File: config.mk
export PLATFORM = sky130hd
export DESIGN_NAME = uart_baud_gen
export DESIGN_NICKNAME = d
export VERILOG_FILES = /design/src/rtl/uart_pkg.sv /design/src/rtl/uart_baud_gen.sv
export SDC_FILE = /design/constraint.sdc
export NUM_CORES = 1
export LEC_CHECK = 0
export ABC_AREA = 1
export CAP_MARGIN = 5
export CORE_MARGIN = 1
export CORE_UTILIZATION = 51
export DETAILED_ROUTE_END_ITERATION = 10
export GPL_TIMING_DRIVEN = 0
export PLACE_DENSITY = 0.73
export SLEW_MARGIN = 20
export SYNTH_ARGS = -nofsm -noshare
export SYNTH_HDL_FRONTEND = slang
export SYNTH_SLANG_ARGS = --single-unit
File: constraint.sdc
create_clock -name clk -period 5.24 [get_ports clk]
set_input_delay 1.31 -clock clk [delete_from_list [all_inputs] [get_ports clk]]
set_output_delay 1.31 -clock clk [all_outputs]
set_load 0.01 [all_outputs]
File: src/rtl/uart_pkg.sv
// Shared types and helpers for the UART baud/oversample tick generator.
// baud_div() yields the rounded fixed-point oversample period in clk cycles.
package uart_pkg;

  localparam int FRAC_W_DEF = 4;

  typedef struct packed {
    logic [15:0]           div_int;
    logic [FRAC_W_DEF-1:0] div_frac;
  } baud_div_t;

  // Rounded clk_freq * 2^frac_w / (baud * os).
  function automatic longint unsigned baud_div(
    input longint unsigned clk_freq,
    input longint unsigned baud,
    input longint unsigned os,
    input int unsigned     frac_w = FRAC_W_DEF
  );
    longint unsigned num;
    longint unsigned den;
    num = clk_freq << frac_w;
    den = baud * os;
    return (num + (den / 64'd2)) / den;
  endfunction

endpackage

File: src/rtl/uart_baud_gen.sv
// Fractional-divisor oversample/baud tick generator for a UART TX/RX pair.
// Produces registered os_tick, baud_tick and mid_tick pulses plus the oversample index.
module uart_baud_gen
  import uart_pkg::*;
#(
  parameter int CLK_FREQ   = 100000000,
  parameter int BAUD_RATE  = 115200,
  parameter int OVERSAMPLE = 16,
  parameter int DIV_W      = 16,
  parameter int FRAC_W     = FRAC_W_DEF
) (
  input  logic                          clk,
  input  logic                          rst,
  input  logic                          en,
  input  logic                          load,
  input  logic [DIV_W-1:0]              div_int,
  input  logic [FRAC_W-1:0]             div_frac,
  input  logic                          resync,
  output logic                          os_tick,
  output logic                          baud_tick,
  output logic                          mid_tick,
  output logic [$clog2(OVERSAMPLE)-1:0] os_idx
);

  localparam int IDX_W = $clog2(OVERSAMPLE);
  localparam int CNT_W = DIV_W + 1;

  localparam longint unsigned DEF_DIV =
    baud_div(64'(CLK_FREQ), 64'(BAUD_RATE), 64'(OVERSAMPLE), FRAC_W);
  localparam logic [DIV_W-1:0]  DEF_INT  = DIV_W'(DEF_DIV >> FRAC_W);
  localparam logic [FRAC_W-1:0] DEF_FRAC = FRAC_W'(DEF_DIV);
  localparam logic [DIV_W-1:0]  MIN_DIV  = DIV_W'(2);
  localparam logic [IDX_W-1:0]  IDX_LAST = IDX_W'(OVERSAMPLE - 1);
  localparam logic [IDX_W-1:0]  IDX_MID  = IDX_W'(OVERSAMPLE / 2 - 1);

  logic [DIV_W-1:0]  act_int_q, act_int_d;
  logic [FRAC_W-1:0] act_frac_q, act_frac_d;
  logic [CNT_W-1:0]  cnt_q, cnt_d;
  logic [FRAC_W-1:0] acc_q, acc_d;
  logic [IDX_W-1:0]  idx_q, idx_d;
  logic              os_q, os_d;
  logic              baud_q, baud_d;
  logic              mid_q, mid_d;

  logic [DIV_W-1:0]  int_eff_s;
  logic [FRAC_W:0]   acc_sum_s;
  logic              carry_s;
  logic [CNT_W-1:0]  period_m1_s;
  logic              terminal_s;

  // Period length of the current oversample period (integer part plus accumulator carry).
  always_comb begin
    int_eff_s   = (act_int_q < MIN_DIV) ? MIN_DIV : act_int_q;
    acc_sum_s   = {1'b0, acc_q} + {1'b0, act_frac_q};
    carry_s     = acc_sum_s[FRAC_W];
    period_m1_s = {1'b0, int_eff_s} + CNT_W'(carry_s) - CNT_W'(1);
    terminal_s  = (cnt_q == period_m1_s);
  end

  // Next-state: load beats resync beats counting; a clear always suppresses the ticks.
  always_comb begin
    act_int_d  = act_int_q;
    act_frac_d = act_frac_q;
    cnt_d      = cnt_q;
    acc_d      = acc_q;
    idx_d      = idx_q;
    os_d       = 1'b0;
    baud_d     = 1'b0;
    mid_d      = 1'b0;
    if (load) begin
      act_int_d  = div_int;
      act_frac_d = div_frac;
      cnt_d      = '0;
      acc_d      = '0;
      idx_d      = '0;
    end else if (resync) begin
      cnt_d = '0;
      acc_d = '0;
      idx_d = '0;
    end else if (en) begin
      if (terminal_s) begin
        cnt_d  = '0;
        acc_d  = acc_sum_s[FRAC_W-1:0];
        idx_d  = idx_q + IDX_W'(1);
        os_d   = 1'b1;
        baud_d = (idx_q == IDX_LAST);
        mid_d  = (idx_q == IDX_MID);
      end else begin
        cnt_d = cnt_q + CNT_W'(1);
      end
    end else begin
      cnt_d = cnt_q;
    end
  end

  // State and registered tick outputs.
  always_ff @(posedge clk or posedge rst) begin
    if (rst) begin
      act_int_q  <= DEF_INT;
      act_frac_q <= DEF_FRAC;
      cnt_q      <= '0;
      acc_q      <= '0;
      idx_q      <= '0;
      os_q       <= 1'b0;
      baud_q     <= 1'b0;
      mid_q      <= 1'b0;
    end else begin
      act_int_q  <= act_int_d;
      act_frac_q <= act_frac_d;
      cnt_q      <= cnt_d;
      acc_q      <= acc_d;
      idx_q      <= idx_d;
      os_q       <= os_d;
      baud_q     <= baud_d;
      mid_q      <= mid_d;
    end
  end

  assign os_tick   = os_q;
  assign baud_tick = baud_q;
  assign mid_tick  = mid_q;
  assign os_idx    = idx_q;

endmodule

==> impl_metrics.csv, run 1 <==
group,metric,value,unit
pwr,power.density_cell_area,238,nW/um^2
job,maxCapViolations,0,
route,totalWireLength,5920,um
setup_path,critical_path.endpoint_type,"flop",
synth,yosys_most_used_dff,"sky130_fd_sc_hd__dfrtp_1",
route,vias,2375,
clock_tree,clkLatencyLatePin,0.31,ns
synth,yosysMostFrequentCell,"sky130_fd_sc_hd__nand2_1",
die,placement_rows,27,
clock_tree,post_cts_setup_buffer_count,0,
setup_path,kind_of_critical_path,"flop to flop",
timing,setup-violations-final,0,
place,placedInstanceArea,3390,um^2
status,run_status,"finished, final reports clean",
clock_tree,clkTransAtPathRegs,0.09,ns
route,route.detailed.vias_per_inst,5.16,
clock_tree,cts-root-to-sink-buffers,2,
die,floorplan.core_area,5570,um^2
clock_tree,cts_resized,0,
timing,period_needed,3.39,ns
timing,hold_viol,0,
timing,final.setup_skew,0.00845,ns
timing,layout_setup_ws,1.85,ns
global_route,first_global_vias,2334,
synth,ys_seq_elements,48,
synth,yosysTopAreaCellShare,36.0,%
timing,worstMarginPinSlew,0.521,ns
clock_tree,cts_hold_repair.buffers,0,
timing,clock.fmax,295,MHz
place,io_buffer_count,29,
route,drt_pre_antenna_iters,4,
synth,synth.avg_cell_area,8.53,um^2
place,finalWeightedCongestion,0.915,
die,initial_core_utilization,53.6,%
synth,top_cells_by_area_synth,"sky130_fd_sc_hd__dfrtp_1, sky130_fd_sc_hd__nand2_1, sky130_fd_sc_hd__xor2_1",
die,chipWidth,78.5,um
synth,syn_area,2990,um^2
timing,rsz0062_at_grt,"false",
final_layout,layout.cell_area.non_filler,3500,um^2
final_layout,drive_gt1_share,16.0,%
timing,setup-tns-final,0,ns
route,avgRoutedWirePerCell,12.9,um
place,number_of_cells_in_the_design_after_placement,452,
pwr,leakagePower,1.57,nW
global_route,antenna_violations_before_repair,0,
final_layout,num-nets-final,421,
route,postRouteAntennaNets,0,
synth,synth_common_cells,"sky130_fd_sc_hd__nand2_1, sky130_fd_sc_hd__dfrtp_1, sky130_fd_sc_hd__inv_1, sky130_fd_sc_hd__nor2_1, sky130_fd_sc_hd__nand3_1",
place,detailed_place_hpwl,4580,um
min_path,timing.hold.worst.class,"flop to flop",
setup_path,worst-path-max-fanout,10,
synth,synth-warning-count,0,
die,design.portCount,32,
die,fp.dieH,78.5,um
route,drcViolationCount,0,
synth,share_of_async_settable_or_async_resettable_flops_after_synthesis,100,%
global_route,gr-total-overflow,0,
setup_path,type_of_origin_of_the_critical_path,"flop",
place,pre_cts_ws,1.65,ns
setup_path,worst-endpoint-arrival,3.59,ns
clock_tree,number_of_buffers_inserted_during_clock_tree_synthesis,5,
final_layout,finish.cell_count_without_fillers,460,
timing,period_share,64.7,%
die,fp.dieArea,6160,um^2
synth,postSynthCellCount,350,
synth,synthDistinctLibCells,33,
pwr,peakVddDrop,0.184,mV
setup_path,required,5.44,ns
timing,timing.final.max_slew_violations,0,
final_layout,diodes,0,
synth,post_synth_edffs,0,
global_route,grt_pass1_wl,10200,um
clock_tree,cts_htree_levels,2,
clock_tree,numClockSinks,48,
global_route,track_usage,21.6,%
synth,synth.largest_area_cell,"sky130_fd_sc_hd__dfrtp_1",
clock_tree,cts_tree,"done",
global_route,grt_max_degree,30,
route,drt-initial-drc-count,114,
timing,relative_slew_margins,65.2,%
clock_tree,cts_root_cell,"sky130_fd_sc_hd__clkbuf_8",
synth,synth_sequential_area_ratio,40.4,%
final_layout,flow.area_growth_from_synthesis,17.1,%
synth,synth.net_count,384,
-- power by group --
part	switching (mW)	leakage [nW]	internal [mW]
Sequential	0.0254	0.617	0.394
Combinational	0.0747	0.897	0.0687
Clock	0.128	0.0541	0.141
Total	0.228	1.57	0.604
-- per-layer routing --
| layer | track usage [%] | share of wire (%) |
|---|---|---|
| met2 | 35.0 | 46 |
| met1 | 29.0 | 48 |
| met4 | 7.59 | 1.9 |
| met5 | 0 | 0 |
| met3 | 3.49 | 4.5 |
-- sequential cells by signal, summed over array words and instances (netlist names) --
register and cells:
cnt_q 17, act_int_q 16, acc_q 4, act_frac_q 4, os_idx 4, baud_tick 1
mid_tick 1, os_tick 1
-- worst max-delay path, stage by stage (launching register included) --
cell	delay, ns
sky130_fd_sc_hd__dfrtp_1	0.40
sky130_fd_sc_hd__ha_1	0.22
sky130_fd_sc_hd__inv_1	0.07
sky130_fd_sc_hd__fa_1	0.20
sky130_fd_sc_hd__nor2_1	0.06
sky130_fd_sc_hd__a211oi_1	0.28
sky130_fd_sc_hd__ha_1	0.24
sky130_fd_sc_hd__ha_1	0.23
sky130_fd_sc_hd__nand2_2	0.10
sky130_fd_sc_hd__nor2_2	0.23
sky130_fd_sc_hd__nand2_2	0.10
sky130_fd_sc_hd__clkinv_2	0.08
sky130_fd_sc_hd__nand3_1	0.06
sky130_fd_sc_hd__nand2_1	0.08
sky130_fd_sc_hd__nand2_1	0.05
sky130_fd_sc_hd__nor2_2	0.11
sky130_fd_sc_hd__nand3_1	0.11
sky130_fd_sc_hd__nor2_2	0.13
sky130_fd_sc_hd__nand3_4	0.16
sky130_fd_sc_hd__nand2_4	0.16
sky130_fd_sc_hd__buf_12	0.16
sky130_fd_sc_hd__nor2_2	0.04
-- layout make-up --
cell class | count | area (um^2)
fillers | 491 | 2080
multi-input cells | 253 | 1570
flip-flops and latches | 48 | 1210
repair buffers | 30 | 310
inverters | 42 | 159
well taps | 72 | 90.1
clock buffers | 5 | 68.8
plain buffers | 7 | 45.0
clock inverters | 3 | 42.5
-- placed cells by master (no fill, tap or decap), types with 3 or more instances in the layout --
master	instances
sky130_fd_sc_hd__nand2_1	61
sky130_fd_sc_hd__dfrtp_1	43
sky130_fd_sc_hd__inv_1	39
sky130_fd_sc_hd__nor2_1	39
sky130_fd_sc_hd__clkdlybuf4s50_1	29
sky130_fd_sc_hd__nand3_1	26
sky130_fd_sc_hd__xor2_1	24
sky130_fd_sc_hd__nor2_2	18
sky130_fd_sc_hd__nand4_1	18
sky130_fd_sc_hd__mux2_2	16
sky130_fd_sc_hd__ha_1	8
sky130_fd_sc_hd__xnor2_1	7
sky130_fd_sc_hd__nor3_1	7
sky130_fd_sc_hd__o21ai_0	7
sky130_fd_sc_hd__a21oi_1	6
sky130_fd_sc_hd__dfstp_2	5
sky130_fd_sc_hd__clkbuf_8	5
sky130_fd_sc_hd__clkbuf_1	3
-- path summary, 6_finish.rpt --
| check | endpoint | from | cells past startpoint | slack [ns] |
|---|---|---|---|---|
| setup / recovery | cnt_q[9] | act_frac_q[0] | 21 | 1.85 |
| hold / removal | mid_tick | os_idx[3] | 1 | 0.51 |
| setup reg to reg | cnt_q[9] | act_frac_q[0] | 21 | 1.85 |
| hold reg to reg | mid_tick | os_idx[3] | 1 | 0.51 |
| max in group asynchronous | act_int_q[1] | rst | 3 | 3.36 |
| min in group asynchronous | cnt_q[1] | rst | 2 | 1.31 |
-- kinds of logic (layout without fill, tap and decap cells) --
logic type	after synthesis	in the layout	share of synthesized area, %
AOI/OAI and AO/OA	17	17	3.10
xor gates and xnor gates	33	33	10.6
adders and majority gates	9	9	4.02
buffers and inverters	49	87	6.83
DFF	48	48	40.4
muxes	16	16	6.04
and+or+nand+nor	178	178	29.0
-- stage by stage --
| step | hold WS (ns) | utilization [%] | total power [mW] |
|---|---|---|---|
| 2_1_floorplan | 0.473 | - | 0.524 |
| 3_3_place_gp | 0.475 | 60.4 | 0.564 |
| 3_5_place_dp | 0.491 | 60.7 | 0.570 |
| 4_1_cts | 0.510 | 62.7 | 0.837 |
| 5_1_grt | 0.535 | 62.7 | 0.875 |
| 6_report | 0.507 | 62.7 | 0.832 |
Power figures use the tool's default switching activity.
==> run 2, diff against run 1 <==
--- a/config.mk
+++ b/config.mk
@@ -11,7 +11,7 @@
 export CORE_UTILIZATION = 51
 export DETAILED_ROUTE_END_ITERATION = 10
 export GPL_TIMING_DRIVEN = 0
-export PLACE_DENSITY = 0.73
+export PLACE_DENSITY = 0.76
 export SLEW_MARGIN = 20
 export SYNTH_ARGS = -nofsm -noshare
 export SYNTH_HDL_FRONTEND = slang
==> constraint.sdc (replaced) <==
create_clock -name clk -period 2.8 [get_ports clk]
set_input_delay 0.7 -clock clk [delete_from_list [all_inputs] [get_ports clk]]
set_output_delay 0.7 -clock clk [all_outputs]
set_load 0.01 [all_outputs]
==> run 2 against run 1 <==
Against the previous run:
- the run now ends with negative setup slack left
- clock skew fell by 0.0022 ns
- register-to-register slack got worse by 2.1 ns
- routed wire length rose by 17%
- utilization rose by 5.3 points
- via count rose by 6.4%
- sequential power rose by 88%
- fmax rose by 12%
- final cell count rose by 2.8%
- combinational power rose by 120%
- non-clock buffer count rose by 13
- critical path depth did not move
- setup slack got worse by 2.1 ns
==> impl_metrics.csv, run 2 (synthesized netlist as in run 1, its figures left out) <==
group,metric,value,unit
status,run_status,"complete, but fails checks",
status,failed_checks,"negative setup slack",
route,route.detailed.vias_per_inst,5.34,
route,postRouteAntennaNets,0,
final_layout,regMostFlops,"cnt_q",
timing,relative_slew_margins,50.7,%
final_layout,num-nets-final,434,
final_layout,commonest_non_fill_non_tap_cells_in_the_layout,"sky130_fd_sc_hd__nand2_1, sky130_fd_sc_hd__dfrtp_1, sky130_fd_sc_hd__inv_1",
timing,hold_viol,0,
timing,timing.final.max_slew_violations,0,
pwr,power.total,1.60,mW
pwr,power.sequential.fraction,49.1,%
setup_path,critical_path.endpoint_type,"flop",
pwr,net_switching_power_figure,451,uW
setup_path,regToRegStartpoint,"acc_q[0]",
setup_path,required,3.00,ns
job,maxCapViolations,0,
pwr,swShare,28.1,%
setup_path,crit_path_max_incr_delay,0.41,ns
pwr,peakVddDrop,0.255,mV
final_layout,layout.cell_area.non_filler,3790,um^2
final_layout,post-route-util,68.0,%
setup_path,reg_to_reg_setup_timing_slack,-0.23,ns
die,initial_core_utilization,53.6,%
timing,period_needed,3.03,ns
timing,clock.fmax,330,MHz
place,detailed_place_hpwl,4710,um
place,io_buffer_count,29,
global_route,gr-total-overflow,0,
clock_tree,cts-root-to-sink-buffers,2,
final_layout,sequential_cell_area,1210,um^2
die,floorplan.core_area,5570,um^2
pwr,power.density_cell_area,423,nW/um^2
timing,rsz0062_at_grt,"true",
setup_path,worst-endpoint-arrival,3.23,ns
final_layout,flow.area_growth_from_synthesis,26.9,%
die,fp.dieArea,6160,um^2
clock_tree,cts_htree_levels,2,
timing,worst_hold_slack,0.495,ns
global_route,grt_max_degree,31,
min_path,timing.hold.worst.class,"flop to flop",
final_layout,multi_input_area,1750,um^2
setup_path,worstSetupPathDepth,21,
setup_path,kind_of_critical_path,"flop to flop",
die,chipWidth,78.5,um
timing,final.setup_skew,0.00622,ns
pwr,cell_internal_pwr,1.15,mW
clock_tree,clkLatencyLatePin,0.31,ns
final_layout,drive_gt1_share,25.9,%
final_layout,layout.filler_cells,444,
timing,layout_setup_ws,-0.233,ns
place,number_of_cells_in_the_design_after_placement,452,
place,pre_cts_ws,-0.455,ns
die,placement_rows,27,
pwr,power_frac_comb,19.7,%
place,placedInstanceArea,3430,um^2
place,finalWeightedCongestion,0.845,
route,vias,2528,
route,drt-initial-drc-count,160,
die,design.portCount,32,
setup_path,type_of_origin_of_the_critical_path,"flop",
setup_path,worst_path_most_repeated_cell,"sky130_fd_sc_hd__nor2_2",
timing,setup-tns-final,-5.64,ns
final_layout,largest_reg_flops,17,
global_route,track_usage,24.6,%
setup_path,ff_to_ff_path_depth,21,
route,avgRoutedWirePerCell,14.7,um
final_layout,most_frequent_standard_cell_in_the_layout_excluding_fill_and_tap_cells,"sky130_fd_sc_hd__nand2_1",
die,fp.dieH,78.5,um
final_layout,diodes,0,
pwr,leakagePower,1.66,nW
clock_tree,cts_tree,"done",
setup_path,worst-path-max-fanout,10,
clock_tree,numClockSinks,48,
global_route,grt_pass1_wl,11700,um
clock_tree,number_of_buffers_inserted_during_clock_tree_synthesis,5,
final_layout,finish.cell_count_without_fillers,473,
min_path,min_path_cells,1,
setup_path,cpMaxStageDelayCell,"sky130_fd_sc_hd__dfrtp_1",
setup_path,worstPathCellList,"ha_2 > inv_2 > fa_2 > nor2_4 > a211oi_2 > ha_2 > ha_4 > nand2_4 > nor2_4 > nand2_4 > clkinv_4 > nand3_2 > nand2_1 > nand2_1 > nor2_2 > nand3_1 > nor2_2 > nand3_4 > nand2_8 > buf_12 > nor2_2",
final_layout,largest_registers,"cnt_q: 17 flops, act_int_q: 16 flops",
timing,worstMarginPinSlew,0.740,ns
setup_path,crit-reg2reg-capture,"cnt_q[5]",
clock_tree,clkTransAtPathRegs,0.09,ns
route,drcViolationCount,0,
clock_tree,cts_root_cell,"sky130_fd_sc_hd__clkbuf_8",
timing,period_share,108,%
pwr,clock_power_share,31.2,%
min_path,timing.hold.worst.start,"os_idx[3]",
min_path,hold-path-endpoint,"mid_tick",
timing,setup-violations-final,28,
route,drt_pre_antenna_iters,4,
setup_path,path_delay_family,"simple AND/OR/NAND/NOR gates",
setup_path,critical_path_buf_inv_count,3,
route,totalWireLength,6930,um
global_route,first_global_vias,2629,
global_route,antenna_violations_before_repair,0,
run 2: routing by layer:
layer / GRT usage, % / vias up / share of wire, %
met3: 4.30 / 16 / 3.4
li1: - / 1244 / -
met4: 9.26 / 0 / 2.3
met1: 29.6 / 1218 / 43
met2: 43.6 / 50 / 51
met5: 0 / - / 0
run 2: how the worst max path moves through the flow:
stage	start	end	slack, ns
2_1_floorplan	acc_q[0]	cnt_q[7]	0.0005
3_3_place_gp	act_frac_q[0]	cnt_q[2]	-0.45
3_5_place_dp	act_frac_q[0]	cnt_q[5]	-0.45
4_1_cts	acc_q[0]	baud_tick	-0.17
5_1_grt	acc_q[0]	acc_q[0]	-0.44
6_report	acc_q[0]	cnt_q[5]	-0.23
run 2: final cells by class:
cell class	count	share of cell area [%]
plain buffers	7	1.19
clock buffers	6	1.91
clock inverters	2	0.924
inverters	42	4.29
multi-input cells	253	46.3
flip-flops and latches	48	31.9
well taps	72	2.38
repair buffers	43	11.2
run 2: power groups by stage:
| stage | registers, mW | logic [mW] | clock network (mW) |
|---|---|---|---|
| final | 0.787 | 0.316 | 0.501 |
| after global routing | 0.794 | 0.354 | 0.538 |
| after CTS | 0.787 | 0.307 | 0.512 |
| after detailed placement | 0.797 | 0.283 | 0 |
| after global placement | 0.795 | 0.270 | 0 |
| after floorplan | 0.785 | 0.205 | 0 |
run 2: repair_timing:
action | CTS | global route
resized for setup | 26 | 12
hold buffers | 0 | 0
pin swaps | 20 | 8
setup endpoints to repair | 28 | 28
buffers inserted | 10 | 3
==> RTL edit 1, RTL diff (settings of run 2) <==
Make the reset (`rst`) synchronous in one clocked block.
--- a/src/rtl/uart_baud_gen.sv
+++ b/src/rtl/uart_baud_gen.sv
@@ -94,7 +94,7 @@
   end
 
   // State and registered tick outputs.
-  always_ff @(posedge clk or posedge rst) begin
+  always_ff @(posedge clk) begin
     if (rst) begin
       act_int_q  <= DEF_INT;
       act_frac_q <= DEF_FRAC;
Formal check against the unedited RTL: differs if rst is asserted again (counterexample within 4 cycles, from zero or initial values and one cycle with rst high); with rst held inactive, the same outputs for 10 cycles.
==> RTL edit 1 against run 2 <==
- the run still ends with setup timing left
- synthesized cell count is 13% higher
- largest cell class unchanged
- hold slack worse by 16 ps
- setup slack better by 4.8 ps
- maximum frequency is 0.16% higher
- clock power hardly changed
- count of clock-buffer cells in the layout stayed put
- sequential cell count stayed put
- sequential power is 7.5% lower
- critical endpoint is now cnt_q[4]$_SDFFE_PP0P_
- combinational power is 34% lower
- synthesized area is 7.3% lower
- utilization is 0.55 points lower
- final area is 8.0% lower
- wire length is 10% lower
- power is 10% lower
==> RTL edit 1: results <==
group,metric,value,unit
synth,synth_compound_area_share,8.81,%
placed_design,port_buffers,30,
routing,drt_iter0_drc,87,
placed_design,place_congestion,0.893,
critical_path,critPathMaxFanout,8,
placed_design,placed_area,3180,um2
grt,grt_max_degree,15,
sta,skew,8.58,ps
routing,drt-met1-wl,2.85,mm
routing,wl_met2,2.98,mm
pwr,intPower,1070,uW
critical_path,cp_data_arrival_time,3240,ps
pwr,p_leak,0.00143,uW
synth,netlist_top_cells_count,"nand2_1, nor2_1, dfxtp_1",
grt,grt_pass1_vias,2396,
synth,yosys-top-cells-area,"dfxtp_1, nand2_1, nor2_1, xor2_1, inv_1",
synth,avgSynthCellArea,6.99,um2
grt,gr-usage-met3,4.37,%
synth,synth-seq-area-share,34.7,%
layout,stdcell_count,514,
sta,worstMarginPinSlew,833,ps
sta,setup_violations,25,
synth,ys.flop_type,"dfxtp_1",
synth,synth_fa_ha_area_share,4.34,%
synth,synth_xor_area_share,8.86,%
placed_design,preCtsSetupSlack,-417,ps
clock_network,cts_buffers,5,
routing,vias,2588,
critical_path,max_stage_delay,360,ps
layout,final_nets,477,
grt,grt_use_met1,29.8,%
pwr,ir_drop,0.000326,V
layout,final_layout_size_suffix_gt1_share,16.2,%
routing,wl_met3,207,um
synth,synth_mux_area_share,0,%
status,failed_checks,"setup timing",
synth,yosysWarningCount,0,
routing,top_layer,"met4",
critical_path,worst_path_max_delay_cell,"dfxtp_2",
routing,routed_wl,6.21,mm
clock_network,cts_resized,10,
placed_design,dp.cells,496,
synth,synthArstFlopShare,0,%
sta,setup_ws,-228,ps
grt,use_met2,42.2,%
placed_design,hpwl,4.72,mm
status,status,"finished with violations",
synth,syn_nets,430,
grt,grt_pass1_wl,10.4,mm
grt,grt_usage,24.6,%
layout,nFillCells,443,
-- RTL edit 1: path summary, 6_finish.rpt --
check	start	to	cells after the start	slack, ps
min reg2reg	acc_q[3]$_SDFFE_PP0P_	acc_q[3]$_SDFFE_PP0P_	2	480
max reg2reg	acc_q[0]$_SDFFE_PP0P_	cnt_q[4]$_SDFFE_PP0P_	19	-230
min	acc_q[3]$_SDFFE_PP0P_	acc_q[3]$_SDFFE_PP0P_	2	480
max	acc_q[0]$_SDFFE_PP0P_	cnt_q[4]$_SDFFE_PP0P_	19	-230
-- RTL edit 1: through the flow --
stage               setup TNS [ps]  util (%)
floorplan                        0         -
global placement             -6820      61.5
detailed placement           -7630      61.5
CTS                          -3080      66.1
global route                 -9610      67.4
finish                       -4580      67.4
-- RTL edit 1: cell type report --
class | instances | area [um2] | share of cell area (%)
inverters | 45 | 169 | 4.84
clock buffers | 6 | 72.6 | 2.08
flip-flops and latches | 48 | 963 | 27.6
multi-input cells | 297 | 1710 | 49.1
clock inverters | 2 | 35.0 | 1.00
repair buffers | 40 | 405 | 11.6
plain buffers | 6 | 42.5 | 1.22
well taps | 70 | 87.6 | 2.51
-- RTL edit 1: power by group through the flow --
| stage | sequential [uW] | clock, uW | combinational, uW |
|---|---|---|---|
| 2_1_floorplan | 736 | 0 | 128 |
| 3_3_place_gp | 743 | 0 | 184 |
| 3_5_place_dp | 743 | 0 | 188 |
| 4_1_cts | 728 | 512 | 202 |
| 5_1_grt | 732 | 539 | 235 |
| 6_report | 728 | 500 | 210 |
-- RTL edit 1: worst min-delay path: stages (launching register included) --
cell     delay (ps)
dfxtp_1         320
nand3_1          70
nand2_1          50
==> RTL edit 2, RTL diff (config.mk and constraints of run 2) <==
Without the edit above. Set the parameter `OVERSAMPLE` to 8 (it was 16).
--- a/src/rtl/uart_baud_gen.sv
+++ b/src/rtl/uart_baud_gen.sv
@@ -5,7 +5,7 @@
 #(
   parameter int CLK_FREQ   = 100000000,
   parameter int BAUD_RATE  = 115200,
-  parameter int OVERSAMPLE = 16,
+  parameter int OVERSAMPLE = 8,
   parameter int DIV_W      = 16,
   parameter int FRAC_W     = FRAC_W_DEF
 ) (
Ports: changed (resized os_idx); port bits go from 32 to 31. The function was not compared with the original's and may differ.
==> RTL edit 2 against run 2 <==
- the flow still finishes with violations (setup timing)
- synthesized cell count increased by 7.7%
- global-route usage increased by 1.1 points
- synthesized area about the same
- final area increased by 3.1%
- die area about the same
- largest cell class unchanged
- power decreased by 0.89%
- wire length increased by 7.9%
- sequential cell count decreased by 1
- setup slack got worse by 180 ps
- via count increased by 6.9%
==> RTL edit 2: results <==
group,metric,value,unit
sta,worstMarginPinSlew,715,ps
clock_network,cts.clk_slew.worst_paths,90,ps
sta,setup_violations,27,
synth,netlist_top_cells_count,"nand2_1, nor2_1, inv_1",
status,failed_checks,"setup timing",
synth,synth_compound_area_share,3.64,%
synth,yosys-top-cells-area,"dfrtp_1, nand2_1, xor2_1, nor2_1, inv_1",
placed_design,place_congestion,0.855,
layout,final_layout_size_suffix_gt1_share,27.4,%
grt,grt_pass1_wl,12.2,mm
placed_design,hpwl,5.05,mm
pwr,p_leak,0.00174,uW
clock_network,ctsHtreeMaxLevel,2,
grt,grt_pass1_vias,2772,
sta,whs,530,ps
hold_path,min_from,"acc_q[3]$_DFFE_PP0P_",
sta,setup-tns-final,-8750,ps
critical_path,path_delay_family,"buffers and inverters",
hold_path,hold_depth,2,
routing,drt_iter0_drc,109,
critical_path,r2r_cells,24,
critical_path,max_stage_delay,380,ps
critical_path,critical_path.startpoint,"act_frac_q[0]$_DFFE_PP0P_",
critical_path,critPathMaxFanout,2,
synth,synthArstFlopShare,100,%
pwr,ir_drop,0.000284,V
synth,avgSynthCellArea,7.92,um2
layout,final_nets,484,
synth,syn_nets,413,
routing,first_pass_iters,4,
synth,synth-seq-area-share,39.6,%
layout,nFillCells,451,
sta,setup_ws,-417,ps
routing,vias_per_cell,5.19,
critical_path,cp_data_arrival_time,3420,ps
critical_path,crit_type,"flop to flop",
placed_design,preCtsSetupSlack,-576,ps
critical_path,worst_path_max_delay_cell,"dfrtp_1",
routing,routedWlPerCell,14.3,um
status,status,"finished with violations",
hold_path,min_to,"acc_q[3]$_DFFE_PP0P_",
grt,grt_usage,25.7,%
synth,synth_mux_area_share,3.77,%
synth,synth_xor_area_share,9.05,%
critical_path,rr_endpoint,"acc_q[2]$_DFFE_PP0P_",
synth,synth_fa_ha_area_share,4.86,%
sta,skew,8.80,ps
placed_design,placed_area,3440,um2
routing,routed_wl,7.48,mm
clock_network,cts_buffers,5,
RTL edit 2: changes by cell type after synthesis, sizes merged, moves of 3 or more:
| cell | run 2 | this run |
|---|---|---|
| mux2 | 16 | 10 |
| o21ai | 8 | 16 |
| nor2 | 57 | 63 |
| inv | 41 | 46 |
| nand2 | 65 | 84 |
| a21oi | 6 | 3 |
| nand4 | 18 | 9 |
| or2 | 0 | 4 |
RTL edit 2: tightest hold or removal path, delay by kind of cell (launching register included):
family	cells	cell delay (ps)
AND/OR/NAND/NOR	2	130
flip-flops	1	370
RTL edit 2: final cells by class:
| type | instances | area (um2) | area share [%] |
|---|---|---|---|
| clock buffers | 5 | 68.8 | 1.76 |
| clock inverters | 3 | 20.0 | 0.512 |
| plain buffers | 8 | 48.8 | 1.25 |
| repair buffers | 64 | 581 | 14.9 |
| multi-input cells | 276 | 1750 | 44.7 |
| inverters | 46 | 173 | 4.42 |
| flip-flops and latches | 47 | 1180 | 30.2 |
| well taps | 72 | 90.1 | 2.30 |
RTL edit 2: routing by layer:
| layer | GRT usage, % | routed length [um] | vias to the layer above |
|---|---|---|---|
| li1 | - | - | 1332 |
| met1 | 31.4 | 3150 | 1296 |
| met2 | 45.2 | 3840 | 60 |
| met3 | 4.07 | 329 | 14 |
| met4 | 9.44 | 159 | 0 |
| met5 | 0 | 0 | - |
RTL edit 2: what timing repair did:
| item | 4_1_cts | 5_1_grt |
|---|---|---|
| setup endpoints to repair | 27 | 27 |
| pin swaps | 11 | 13 |
| gates cloned | 2 | 0 |
| buffers inserted | 23 | 9 |
| resized for setup | 24 | 16 |
RTL edit 2: where the power goes:
group | internal (uW) | switching [uW]
clock network | 174 | 251
registers | 724 | 41.5
logic | 186 | 213
